`src/rtl/serial_tx.sv`:
```
// ============================================================================
// serial_tx : one-wire serial transmitter, 8N1 frame, one bit per clock
// Rev 1.0
// ============================================================================
`default_nettype none

module serial_tx (
  input  logic       clk,
  input  logic       rst,
  input  logic       in_val,
  output logic       in_rdy,
  input  logic [7:0] in_data,
  output logic       tx,
  output logic       busy
);

  typedef enum logic [1:0] {
    S_IDLE  = 2'd0,
    S_START = 2'd1,
    S_DATA  = 2'd2,
    S_STOP  = 2'd3
  } state_t;

  state_t     r_state;
  logic [7:0] r_shreg;
  logic [2:0] r_cnt;
  logic       w_xfer;

  // in_rdy is itself a register, so the handshake never sees a comb path
  assign w_xfer = in_val & in_rdy;

  // Outputs are registered alongside the state so each one already holds
  // the value that belongs to the state being entered.
  always_ff @(posedge clk) begin
    if (rst) begin
      r_state <= S_IDLE;
      r_shreg <= 8'h00;
      r_cnt   <= 3'd0;
      tx      <= 1'b1;
      in_rdy  <= 1'b1;
      busy    <= 1'b0;
    end else begin
      case (r_state)
        S_IDLE, S_STOP: begin
          if (w_xfer) begin
            r_shreg <= in_data;
            r_state <= S_START;
            tx      <= 1'b0;
            in_rdy  <= 1'b0;
            busy    <= 1'b1;
          end else begin
            r_state <= S_IDLE;
            tx      <= 1'b1;
            in_rdy  <= 1'b1;
            busy    <= 1'b0;
          end
        end
        S_START: begin
          r_cnt   <= 3'd0;
          r_state <= S_DATA;
          tx      <= r_shreg[0];
          in_rdy  <= 1'b0;
          busy    <= 1'b1;
        end
        S_DATA: begin
          r_shreg <= {1'b0, r_shreg[7:1]};
          r_cnt   <= r_cnt + 3'd1;
          if (r_cnt == 3'd7) begin
            r_state <= S_STOP;
            tx      <= 1'b1;
            in_rdy  <= 1'b1;
          end else begin
            r_state <= S_DATA;
            tx      <= r_shreg[1];
            in_rdy  <= 1'b0;
          end
          busy <= 1'b1;
        end
        default: begin
          r_state <= S_IDLE;
          tx      <= 1'b1;
          in_rdy  <= 1'b1;
          busy    <= 1'b0;
        end
      endcase
    end
  end

endmodule

`default_nettype wire

```
`config.mk`:
```
export PLATFORM = sky130hd
export DESIGN_NAME = serial_tx
export DESIGN_NICKNAME = d
export VERILOG_FILES = /design/src/rtl/serial_tx.sv
export SDC_FILE = /design/constraint.sdc
export NUM_CORES = 1
export LEC_CHECK = 0
export BUFFER_PORTS_ARGS = -buffer_cell sky130_fd_sc_hd__buf_2
export CORE_MARGIN = 4
export CORE_UTILIZATION = 45
export DETAILED_ROUTE_END_ITERATION = 8
export PLACE_DENSITY = 0.67
export SLEW_MARGIN = 40
export SYNTH_ARGS = -nofsm -noshare
export SYNTH_HDL_FRONTEND = slang
export SYNTH_SLANG_ARGS = --single-unit
```
`constraint.sdc`:
```
create_clock -name clk -period 1.82 [get_ports clk]
set_input_delay 0.273 -clock clk [delete_from_list [all_inputs] [get_ports clk]]
set_output_delay 0.273 -clock clk [all_outputs]
set_load 0.02 [all_outputs]
```
# Word level (Yosys, flattened, before mapping)
# Cells that the tools add are included.
[classes]
n_reduce_logical = 6
n_eq_ne = 5
n_addsub = 1
muxes = 13
n_bitwise = 1
[op_table]
columns = ["operator", "n"]
rows = [
  ["case mux 8 bit (2 select lines)", 1],
  ["two-way mux 8 bit", 1],
  ["two-way mux 1 bit", 6],
  ["case mux 1 bit (3 select lines)", 2],
  ["case mux 2 bit (3 select lines)", 1],
  ["case mux 3 bit (2 select lines)", 1],
  ["equality test 2 bit (second input constant)", 2],
  ["nonzero test 2 bit", 2],
  ["OR reduction 2 bit", 2],
  ["adder 3 x 1 -> 3 bit (second input constant)", 1],
  ["equality test 3 bit (second input constant)", 1],
  ["equality test 2 x 1 -> 1 bit (second input constant)", 1],
  ["zero test 2 bit", 1],
  ["inequality test 2 bit (second input constant)", 1],
  ["case mux 1 bit (2 select lines)", 1],
  ["AND reduction 2 bit", 1],
  ["bitwise AND 1 bit", 1],
]
[word_totals]
out_inout_bits = 3
in_bits = 11
ff_bits = 16

# Longest topological paths before layout
# Gate-level depths: netlist of the first run.
[depth]
ltp_word = 4
depth_mapped = 7
ltp_nobuf = 5

# Worst setup path after synthesis of the first run
# OpenSTA, ideal clock, no wires.
[synth_path]
path_type = "flip-flop to flip-flop"
start = "register r_state[0]"
end = "register r_shreg[1]"
setup_slack_ns = 0.341
required_ns = 1.740
stages_incl_launch_ff = 8
t_arrival_ns = 1.399
path_buffers = 2
setup_ns = 0.080
path_cell_list = "dfxtp_1 > inv_1 > ha_1 > and3_4 > buf_6 > or2_1 > buf_6 > a211oi_2"
[synth_via]
elab_chain_cells = 4
word_cells_on_any_way = 8
classes_between = "eq/ne (3); mux (1); reduce/logical (4)"
[synth_rtl]
columns = ["element", "line_no", "text"]
rows = [
  ["start, declared", "24", "state_t r_state;"],
  ["start signal, assigned", "36", "r_state <= S_IDLE;"],
  ["start signal, assigned", "47", "r_state <= S_START;"],
  ["start signal, assigned", "52", "r_state <= S_IDLE;"],
  ["equality test 2 bit or zero test 2 bit (tied branches)", "43", "case (r_state)"],
  ["OR reduction 2 bit", "43", ""],
  ["inequality test 2 bit (no source line) or nonzero test 2 bit (tied branches)", "-", ""],
  ["AND reduction 2 bit (no source line)", "-", ""],
  ["end signal, assigned", "46", "r_shreg <= in_data;"],
  ["end signal, assigned", "66", "r_shreg <= {1'b0, r_shreg[7:1]};"],
  ["end, declared", "25", "logic [7:0] r_shreg;"],
]
# Parallel ways exist; a longest one is shown, timed or not.
# A chain may end at the register's enable or synchronous reset.

# Final worst setup path of the first run
[layout_path]
start = "register r_state[0]"
end = "register r_shreg[0]"
# The elaborated chain is that of the path after synthesis.

==> results_dict.tcl, run 1 <==
set metrics [dict create \
    remaining_drc_errors 0 \
    synth_edf_count 0 \
    antenna-diode-count 0 \
    worst_clock_skew_ns 0.001298 \
    cts_setup_buffers 0 \
    power.leakage_uw 0.0003400 \
    tightest_slew_ns 0.3544 \
    grtUsageTotal 0.1255 \
    design.portCount 14 \
    criticalPathCategory "reg2reg" \
    cts.root.buffer_cell "clkbuf_4" \
    wirelength_met1_um 542 \
    cts_hold_buf 0 \
    die_x_um 48.95 \
    report.final.setup_viol 0 \
    remaining_global_route_overflow 0 \
    ir_worst_vdd_mv 0.6202 \
    number_of_global_route_vias_before_repair 527 \
    dr_total_vias 549 \
    relSlewSlack 0.7637 \
    top_signal_layer_used "met4" \
    place_congestion 0.7272 \
    max_stage_delay_ns 0.40 \
    rsz_0062_raised_after_global_routing "no" \
    route.met2.wl_um 683 \
    tns_ns 0 \
    worst_min_delay_path_class "in2reg" \
    cts-root-to-sink-buffers 2 \
    htreeDepth 1 \
    detail_route.vias_per_cell 5.330 \
    totalWireLength_um 1310 \
    worst_ep_arrival_time_ns 1.80 \
    timing.critical_path.to_type "register" \
    syn_area_um2 754.5 \
    yosysUniqueCellTypes 21 \
    cts.clk_slew.worst_paths_ns 0.09 \
    detailedPlacementHpwl_um 981 \
    wl_per_cell_um 12.72 \
    fp.dieArea_mm2 0.002396 \
    worst_setup_path_start_kind "register" \
    slew_violations 0 \
    powerDensity_mw_per_mm2 996.7 \
    critical_path_peak_fanout 9 \
    detail_route.first_pass.iterations 2 \
    seq_power_share 0.486 \
    net_sw_frac 0.2861 \
    worst-endpoint-required_ns 1.98 \
    dieHeight_um 48.95 \
    synth_fp_nets 88 \
    utilization 0.5544 \
    syn-instance-count 73 \
    cts_inserted_buffers 3 \
    cell_by_cell_listing_of_the_critical_path "inv_1 -> ha_1 -> and3_4 -> or2_1 -> a211oi_2" \
    coreArea_mm2 0.001541 \
    initial_util 0.4894 \
    syn_area_per_cell_um2 10.34 \
    ys_seq_area_frac 0.4245 \
    clk-insertion-delay-late_ns 0.28 \
    ys_async_sr_fraction 0 \
    areaGrowthSynthToFinish_pct 13.27 \
    synth_area_leaders "dfxtp_1 42%, a211oi_2 12%, mux2i_1 11%" \
    wl_met3_um 68 \
    pin_count_of_the_biggest_net_entering_global_routing 15 \
    netlist.top_cell.by_area "dfxtp_1" \
    critical-path-slowest-cell "ha_1" \
    clock_power_frac 0.267 \
    final_net_count 103 \
    achievable-frequency_mhz 609.7 \
    synth_commonest_cells "16 x dfxtp_1, 8 x mux2i_1, 7 x a211oi_2, 7 x nor3_1, 6 x nor2_1" \
    ctsResizeCount 0 \
    hold_viol 0 \
    layout-drive-gt1-share 0.3333 \
    final_cycle_share 0.9012 \
    core.rowCount 14 \
    detailedRoute.firstIterationViolations 2 \
    run_status "finished clean" \
    max_cap_violations 0 \
    internal_power_uw 608.0 \
    cts_tree "done" \
    numClockSinks 16 \
    most_frequent_cell_after_synthesis "dfxtp_1" \
    antenna_violating_nets_post_route 0 \
    ys_ff_latch 16 \
    io_buffers 13 \
    synthFlopType "dfxtp_1" \
    antenna_found_initial 0 \
    switchingPower_uw 243.7 \
    wire_length_of_the_first_global_routing_pass_um 2339 \
    minimum_period_implied_by_the_final_worst_setup_slack_ns 1.640 \
    yosys_warnings 0 \
    pwr-share-comb 0.247 \
    synth_largest_type_area_fraction 0.4245 \
    worst_case_hold_slack_ns 0.3329 \
]
final cells by class:
type	instances	area, µm²
fillers	154	686.9
repair buffers	16	87.58
flip-flops and latches	16	320.3
clock buffers	4	36.28
inverters	2	7.507
well taps	16	20.02
multi-input cells	49	382.9
critical path: cells and delay by family, from the launching register on:
family                     cells  cell delay [ns]
AOI/OAI and AO/OA              1             0.12
buffers and inverters          1             0.04
DFF                            1             0.34
adders and majority gates      1             0.40
and+or+nand+nor                2             0.62
registers in the layout, indices dropped and copies added, names as in the netlist:
name,flops
r_state,2
in_rdy,1
r_cnt,3
tx,1
busy,1
r_shreg,8
metal layers:
metal | up-vias | global-route usage
met1 | 250 | 0.1442
met2 | 8 | 0.1913
li1 | 289 | -
met5 | - | 0
met3 | 2 | 0.05810
met4 | 0 | 0.06726
worst paths after layout:
| check | startpoint | end | slack [ns] | cells past startpoint |
|---|---|---|---|---|
| worst max-delay path | r_state[0]$_SDFF_PP0_ | r_shreg[0]$_SDFFE_PP0P_ | 0.18 | 5 |
| worst min-delay path | in_data[7] | r_shreg[7]$_SDFFE_PP0P_ | 0.33 | 4 |
| worst max register to register | r_state[0]$_SDFF_PP0_ | r_shreg[0]$_SDFFE_PP0P_ | 0.18 | 5 |
| worst min register to register | r_shreg[7]$_SDFFE_PP0P_ | r_shreg[7]$_SDFFE_PP0P_ | 0.50 | 2 |
cell usage in the layout (no fill, tap or decap):
| cell | n |
|---|---|
| inv_1 | 2 |
| buf_4 | 3 |
| or3_1 | 1 |
| or2_1 | 1 |
| a211oi_2 | 7 |
| a21oi_1 | 2 |
| o211ai_1 | 1 |
| buf_2 | 13 |
| nor3_1 | 7 |
| dfxtp_1 | 16 |
| and3_4 | 1 |
| nand3_1 | 1 |
| nor2_1 | 6 |
| a31oi_1 | 1 |
| clkbuf_8 | 1 |
| clkbuf_4 | 3 |
| a22oi_1 | 3 |
| nand2_1 | 5 |
| nor2b_4 | 1 |
| ha_1 | 4 |
| mux2i_1 | 8 |
cells by family (layout without fill, tap and decap cells):
logic type / count (synthesis) / after routing / synth area share
buffers and inverters: 8 / 22 / 0.06799
DFF: 16 / 16 / 0.4245
and+or+nand+nor: 23 / 23 / 0.1575
muxes: 8 / 8 / 0.1061
AOI/OAI and AO/OA: 14 / 14 / 0.1774
adders and majority gates: 4 / 4 / 0.06634
power by group through the flow:
stage               sequential, µW  clock, µW  combinational, µW
floorplan                      429          0                170
global placement               422          0                209
detailed placement             423          0                212
CTS                            414        237                213
global route                   420        262                234
finish                         414        228                210
per-stage QoR:
step                power (µW)  instance area (µm²)  cells  setup WS (ns)
finish                   851.8                854.6    103         0.1798
global route             915.8                854.6    103        0.06963
CTS                      864.6                854.6    103         0.1591
detailed placement       634.8                818.3     99         0.1742
global placement         631.0                818.3     99         0.2153
floorplan                598.1                754.5     73         0.3412
No activity file was read; power rests on OpenSTA's default activity.
==> inputs of run 2 (changes only) <==
GPL_TIMING_DRIVEN = 0   (was default)
==> results_dict.tcl, run 2 (synthesis results as in run 1) <==
set metrics [dict create \
    cts_inserted_buffers 3 \
    die_x_um 48.95 \
    hold_viol 0 \
    detail_route.first_pass.iterations 2 \
    worst_min_delay_path_class "in2reg" \
    layout-drive-gt1-share 0.3444 \
    slew_violations 0 \
    totalWireLength_um 1348 \
    htreeDepth 1 \
    coreArea_mm2 0.001541 \
    fillerInstances 155 \
    remaining_drc_errors 0 \
    p_total_uw 872.7 \
    antenna-diode-count 0 \
    largest_register_ffs 8 \
    regToRegStartpoint "r_state[0]$_SDFF_PP0_" \
    worst_clock_skew_ns 0.005919 \
    cts-root-to-sink-buffers 2 \
    minimum_period_implied_by_the_final_worst_setup_slack_ns 1.558 \
    report.final.setup_viol 0 \
    final_cycle_share 0.8561 \
    layout.cells.most_common "dfxtp_1" \
    detailedPlacementHpwl_um 1018 \
    crit_family "buffers and inverters" \
    core.rowCount 14 \
    numClockSinks 16 \
    worst_ep_arrival_time_ns 1.77 \
    cts.root.buffer_cell "clkbuf_4" \
    tightest_slew_ns 0.5542 \
    io_buffers 13 \
    hold_start "rst" \
    most-common-layout-cells "16 x dfxtp_1, 15 x buf_2, 8 x mux2i_1" \
    timing.critical_path.to_type "register" \
    remaining_global_route_overflow 0 \
    detailedRoute.firstIterationViolations 2 \
    cell_by_cell_listing_of_the_critical_path "inv_1 -> ha_1 -> buf_4 -> nor2b_4 -> buf_2 -> nor3_1 -> a211oi_2" \
    powerDensity_mw_per_mm2 996.4 \
    pin_count_of_the_biggest_net_entering_global_routing 11 \
    cts_hold_buf 0 \
    antenna_found_initial 0 \
    power.leakage_uw 0.0003534 \
    number_of_global_route_vias_before_repair 569 \
    worstReg2RegEnd "r_shreg[2]$_SDFFE_PP0P_" \
    initial_util 0.4894 \
    detail_route.vias_per_cell 5.462 \
    dieHeight_um 48.95 \
    grtUsageTotal 0.1220 \
    max_cap_violations 0 \
    cts_tree "done" \
    achievable-frequency_mhz 641.8 \
    critical_path_peak_fanout 10 \
    rsz_0062_raised_after_global_routing "no" \
    ir_worst_vdd_mv 0.6427 \
    dr_total_vias 579 \
    finalWorstSetupSlack_ns 0.2619 \
    reg_top3 "r_shreg x8, r_cnt x3, r_state x2" \
    critical-path-slowest-cell "dfxtp_1" \
    max_flop_register "r_shreg" \
    place_congestion 0.6909 \
    wl_per_cell_um 12.72 \
    timing.hold.worst_path_depth 2 \
    max_stage_delay_ns 0.34 \
    wire_length_of_the_first_global_routing_pass_um 2352 \
    cts_setup_buffers 0 \
    fp.dieArea_mm2 0.002396 \
    run_status "finished clean" \
    min_to "r_shreg[6]$_SDFFE_PP0P_" \
    worst-endpoint-required_ns 2.03 \
    timing.reg2reg.worst_path_depth 7 \
    relSlewSlack 0.6305 \
    tns_ns 0 \
    clk-insertion-delay-late_ns 0.29 \
    post-place-ws_ns 0.2595 \
    design.portCount 14 \
    criticalPathCategory "reg2reg" \
    worst-r2r-setup-slack_ns 0.26 \
    cts.clk_slew.worst_paths_ns 0.09 \
    antenna_violating_nets_post_route 0 \
    areaGrowthSynthToFinish_pct 16.09 \
    worst_setup_path_start_kind "register" \
    ctsResizeCount 0 \
    final_net_count 106 \
    worst-path-buf-inv 3 \
    worst_case_hold_slack_ns 0.2299 \
]
==> run 2: cell types whose count changed in the layout (fill, tap and decap cells not counted), sizes merged <==
cell | previous run | this run
buf | 16 | 18
clkbuf | 4 | 5
==> run 2: routing by layer <==
metal	vias to the layer above	GRT usage	wire, µm
met1	274	0.1450	598
li1	294	-	-
met5	-	0	0
met3	3	0.05810	71
met2	8	0.1978	665
met4	0	0.02691	12
==> run 2: metrics by stage <==
stage / instances / instance area [µm²] / utilization
floorplan: 73 / 754.5 / -
global placement: 102 / 839.6 / 0.5446
detailed placement: 102 / 839.6 / 0.5446
CTS: 106 / 875.8 / 0.5682
global route: 106 / 875.8 / 0.5682
finish: 106 / 875.8 / 0.5682
==> run 2: how the worst max path moves through the flow <==
stage                                     start                      end  cells past startpoint
after detailed placement  r_state[0]$_SDFF_PP0_  r_shreg[3]$_SDFFE_PP0P_                      7
after CTS                 r_state[0]$_SDFF_PP0_  r_shreg[2]$_SDFFE_PP0P_                      7
after global routing      r_state[0]$_SDFF_PP0_  r_shreg[0]$_SDFFE_PP0P_                      7
after floorplan           r_state[0]$_SDFF_PP0_  r_shreg[1]$_SDFFE_PP0P_                      7
final                     r_state[0]$_SDFF_PP0_  r_shreg[2]$_SDFFE_PP0P_                      7
after global placement    r_state[0]$_SDFF_PP0_  r_shreg[0]$_SDFFE_PP0P_                      7
==> run 2: cell type report <==
| class | count | area (µm²) | area share |
|---|---|---|---|
| Clock buffer | 4 | 36.28 | 0.04143 |
| Tap cell | 16 | 20.02 | 0.02286 |
| Inverter | 2 | 7.507 | 0.008571 |
| Timing Repair Buffer | 13 | 65.06 | 0.07429 |
| Multi-Input combinational cell | 49 | 382.9 | 0.4371 |
| Buffer | 6 | 43.79 | 0.05000 |
| Sequential cell | 16 | 320.3 | 0.3657 |
==> run 2: report_power, final <==
| part | internal, µW | total, µW | switching [µW] |
|---|---|---|---|
| combinational | 105 | 226 | 121 |
| sequential | 392 | 415 | 22.7 |
| clock | 122 | 232 | 110 |
| total | 619 | 873 | 254 |
==> inputs of run 3 (changes only) <==
CORE_UTILIZATION = 52   (was 45)
PLACE_DENSITY = 0.75   (was 0.67)
==> results_dict.tcl, run 3 (synthesis results as in run 1) <==
set metrics [dict create \
    largest_register_ffs 8 \
    relSlewSlack 0.6125 \
    worst_ep_arrival_time_ns 1.83 \
    remaining_drc_errors 0 \
    max_cap_violations 0 \
    remaining_global_route_overflow 0 \
    timing.critical_path.to_type "register" \
    global_route_hottest_layer "met2" \
    hold_viol 0 \
    antenna_found_initial 0 \
    minimum_period_implied_by_the_final_worst_setup_slack_ns 1.624 \
    dieHeight_um 46.09 \
    coreArea_mm2 0.001334 \
    most-common-layout-cells "16 x dfxtp_1, 15 x buf_2, 8 x mux2i_1" \
    cts.clk_slew.worst_paths_ns 0.10 \
    detailedRoute.firstIterationViolations 5 \
    critical_path_peak_fanout 10 \
    initial_util 0.5657 \
    fillerInstances 114 \
    design.portCount 14 \
    run_status "finished clean" \
    totalWireLength_um 1293 \
    clk-insertion-delay-late_ns 0.28 \
    cts_hold_buf 0 \
    place_congestion 0.6847 \
    io_buffers 13 \
    utilization 0.6557 \
    slew_violations 0 \
    cts.root.buffer_cell "clkbuf_4" \
    reg_top3 "r_shreg x8, r_cnt x3, r_state x2" \
    htreeDepth 1 \
    ir_worst_vdd_mv 0.6329 \
    worst_clock_skew_ns 0.002065 \
    cts_tree "done" \
    fp.dieArea_mm2 0.002124 \
    pin_count_of_the_biggest_net_entering_global_routing 11 \
    criticalPathCategory "reg2reg" \
    die_x_um 46.09 \
    worst_setup_path_start_kind "register" \
    cts-root-to-sink-buffers 2 \
    postPlaceCellArea_um2 838.3 \
    met3_usage 0.02344 \
    areaGrowthSynthToFinish_pct 15.92 \
    grtUsageTotal 0.1293 \
    antenna_violating_nets_post_route 0 \
    use_met1 0.1611 \
    layout.cells.most_common "dfxtp_1" \
    wl_per_cell_um 12.31 \
    core.rowCount 13 \
    cts_setup_buffers 0 \
    cts_inserted_buffers 3 \
    number_of_global_route_vias_before_repair 488 \
    tns_ns 0 \
    powerDensity_mw_per_mm2 997.6 \
    detail_route.first_pass.iterations 4 \
    wire_length_of_the_first_global_routing_pass_um 2014 \
    power.leakage_uw 0.0003534 \
    ctsResizeCount 0 \
    layout-drive-gt1-share 0.3444 \
    detail_route.vias_per_cell 5.448 \
    report.final.setup_viol 0 \
    achievable-frequency_mhz 615.8 \
    antenna-diode-count 0 \
    max_flop_register "r_shreg" \
    final_cycle_share 0.8922 \
    grt_met2_usage 0.2170 \
    finish.instance_area_um2 874.6 \
    rsz_0062_raised_after_global_routing "no" \
    dr_total_vias 572 \
    numClockSinks 16 \
    detailedPlacementHpwl_um 959.5 \
    tightest_slew_ns 0.5813 \
    worst_min_delay_path_class "in2reg" \
    final_net_count 106 \
    worst-endpoint-required_ns 2.03 \
]
-- run 3: cell counts in the layout (fill, tap and decap cells not counted) --
No cell type changed its count.
-- run 3: critical path, stage by stage, from the launching register on --
cell	delay, ns
dfxtp_1	0.36
inv_1	0.05
ha_1	0.30
buf_4	0.18
nor2b_4	0.14
buf_2	0.23
nor3_1	0.09
a211oi_2	0.20
-- run 3: area by class of cell --
| cell class | instances | area (µm²) | share of cell area |
|---|---|---|---|
| Clock buffer | 4 | 36.28 | 0.04149 |
| Sequential cell | 16 | 320.3 | 0.3662 |
| Multi-Input combinational cell | 49 | 382.9 | 0.4378 |
| Inverter | 2 | 7.507 | 0.008584 |
| Tap cell | 15 | 18.77 | 0.02146 |
| Buffer | 6 | 43.79 | 0.05007 |
| Timing Repair Buffer | 13 | 65.06 | 0.07439 |
-- run 3: path summary, 6_finish.rpt --
kind,from,end,slack (ns),cells after the start
max,r_state[0]$_SDFF_PP0_,r_shreg[0]$_SDFFE_PP0P_,0.20,7
min,rst,r_shreg[5]$_SDFFE_PP0P_,0.23,2
max reg2reg,r_state[0]$_SDFF_PP0_,r_shreg[0]$_SDFFE_PP0P_,0.20,7
min reg2reg,r_shreg[7]$_SDFFE_PP0P_,r_shreg[7]$_SDFFE_PP0P_,0.49,2
-- run 3: layer usage --
layer / routed length [µm] / vias to the layer above
met5: 0 / -
met4: 13 / 0
met1: 587 / 270
met3: 43 / 2
met2: 647 / 5
li1: - / 295
-- run 3: power by group --
group | switching, µW | internal, µW
clock | 113 | 122
combinational | 120 | 105
sequential | 20.7 | 392
total | 254 | 618
-- run 3: per-stage QoR --
step	power (µW)	instances	hold WS, ns	worst slack [ns]
after CTS	882.2	105	0.2285	0.2045
after global placement	641.5	101	0.4771	0.2857
after detailed placement	648.5	101	0.4880	0.2257
after floorplan	598.1	73	0.3376	0.3412
after global routing	918.8	105	0.2272	0.1058
final	872.5	105	0.2345	0.1962
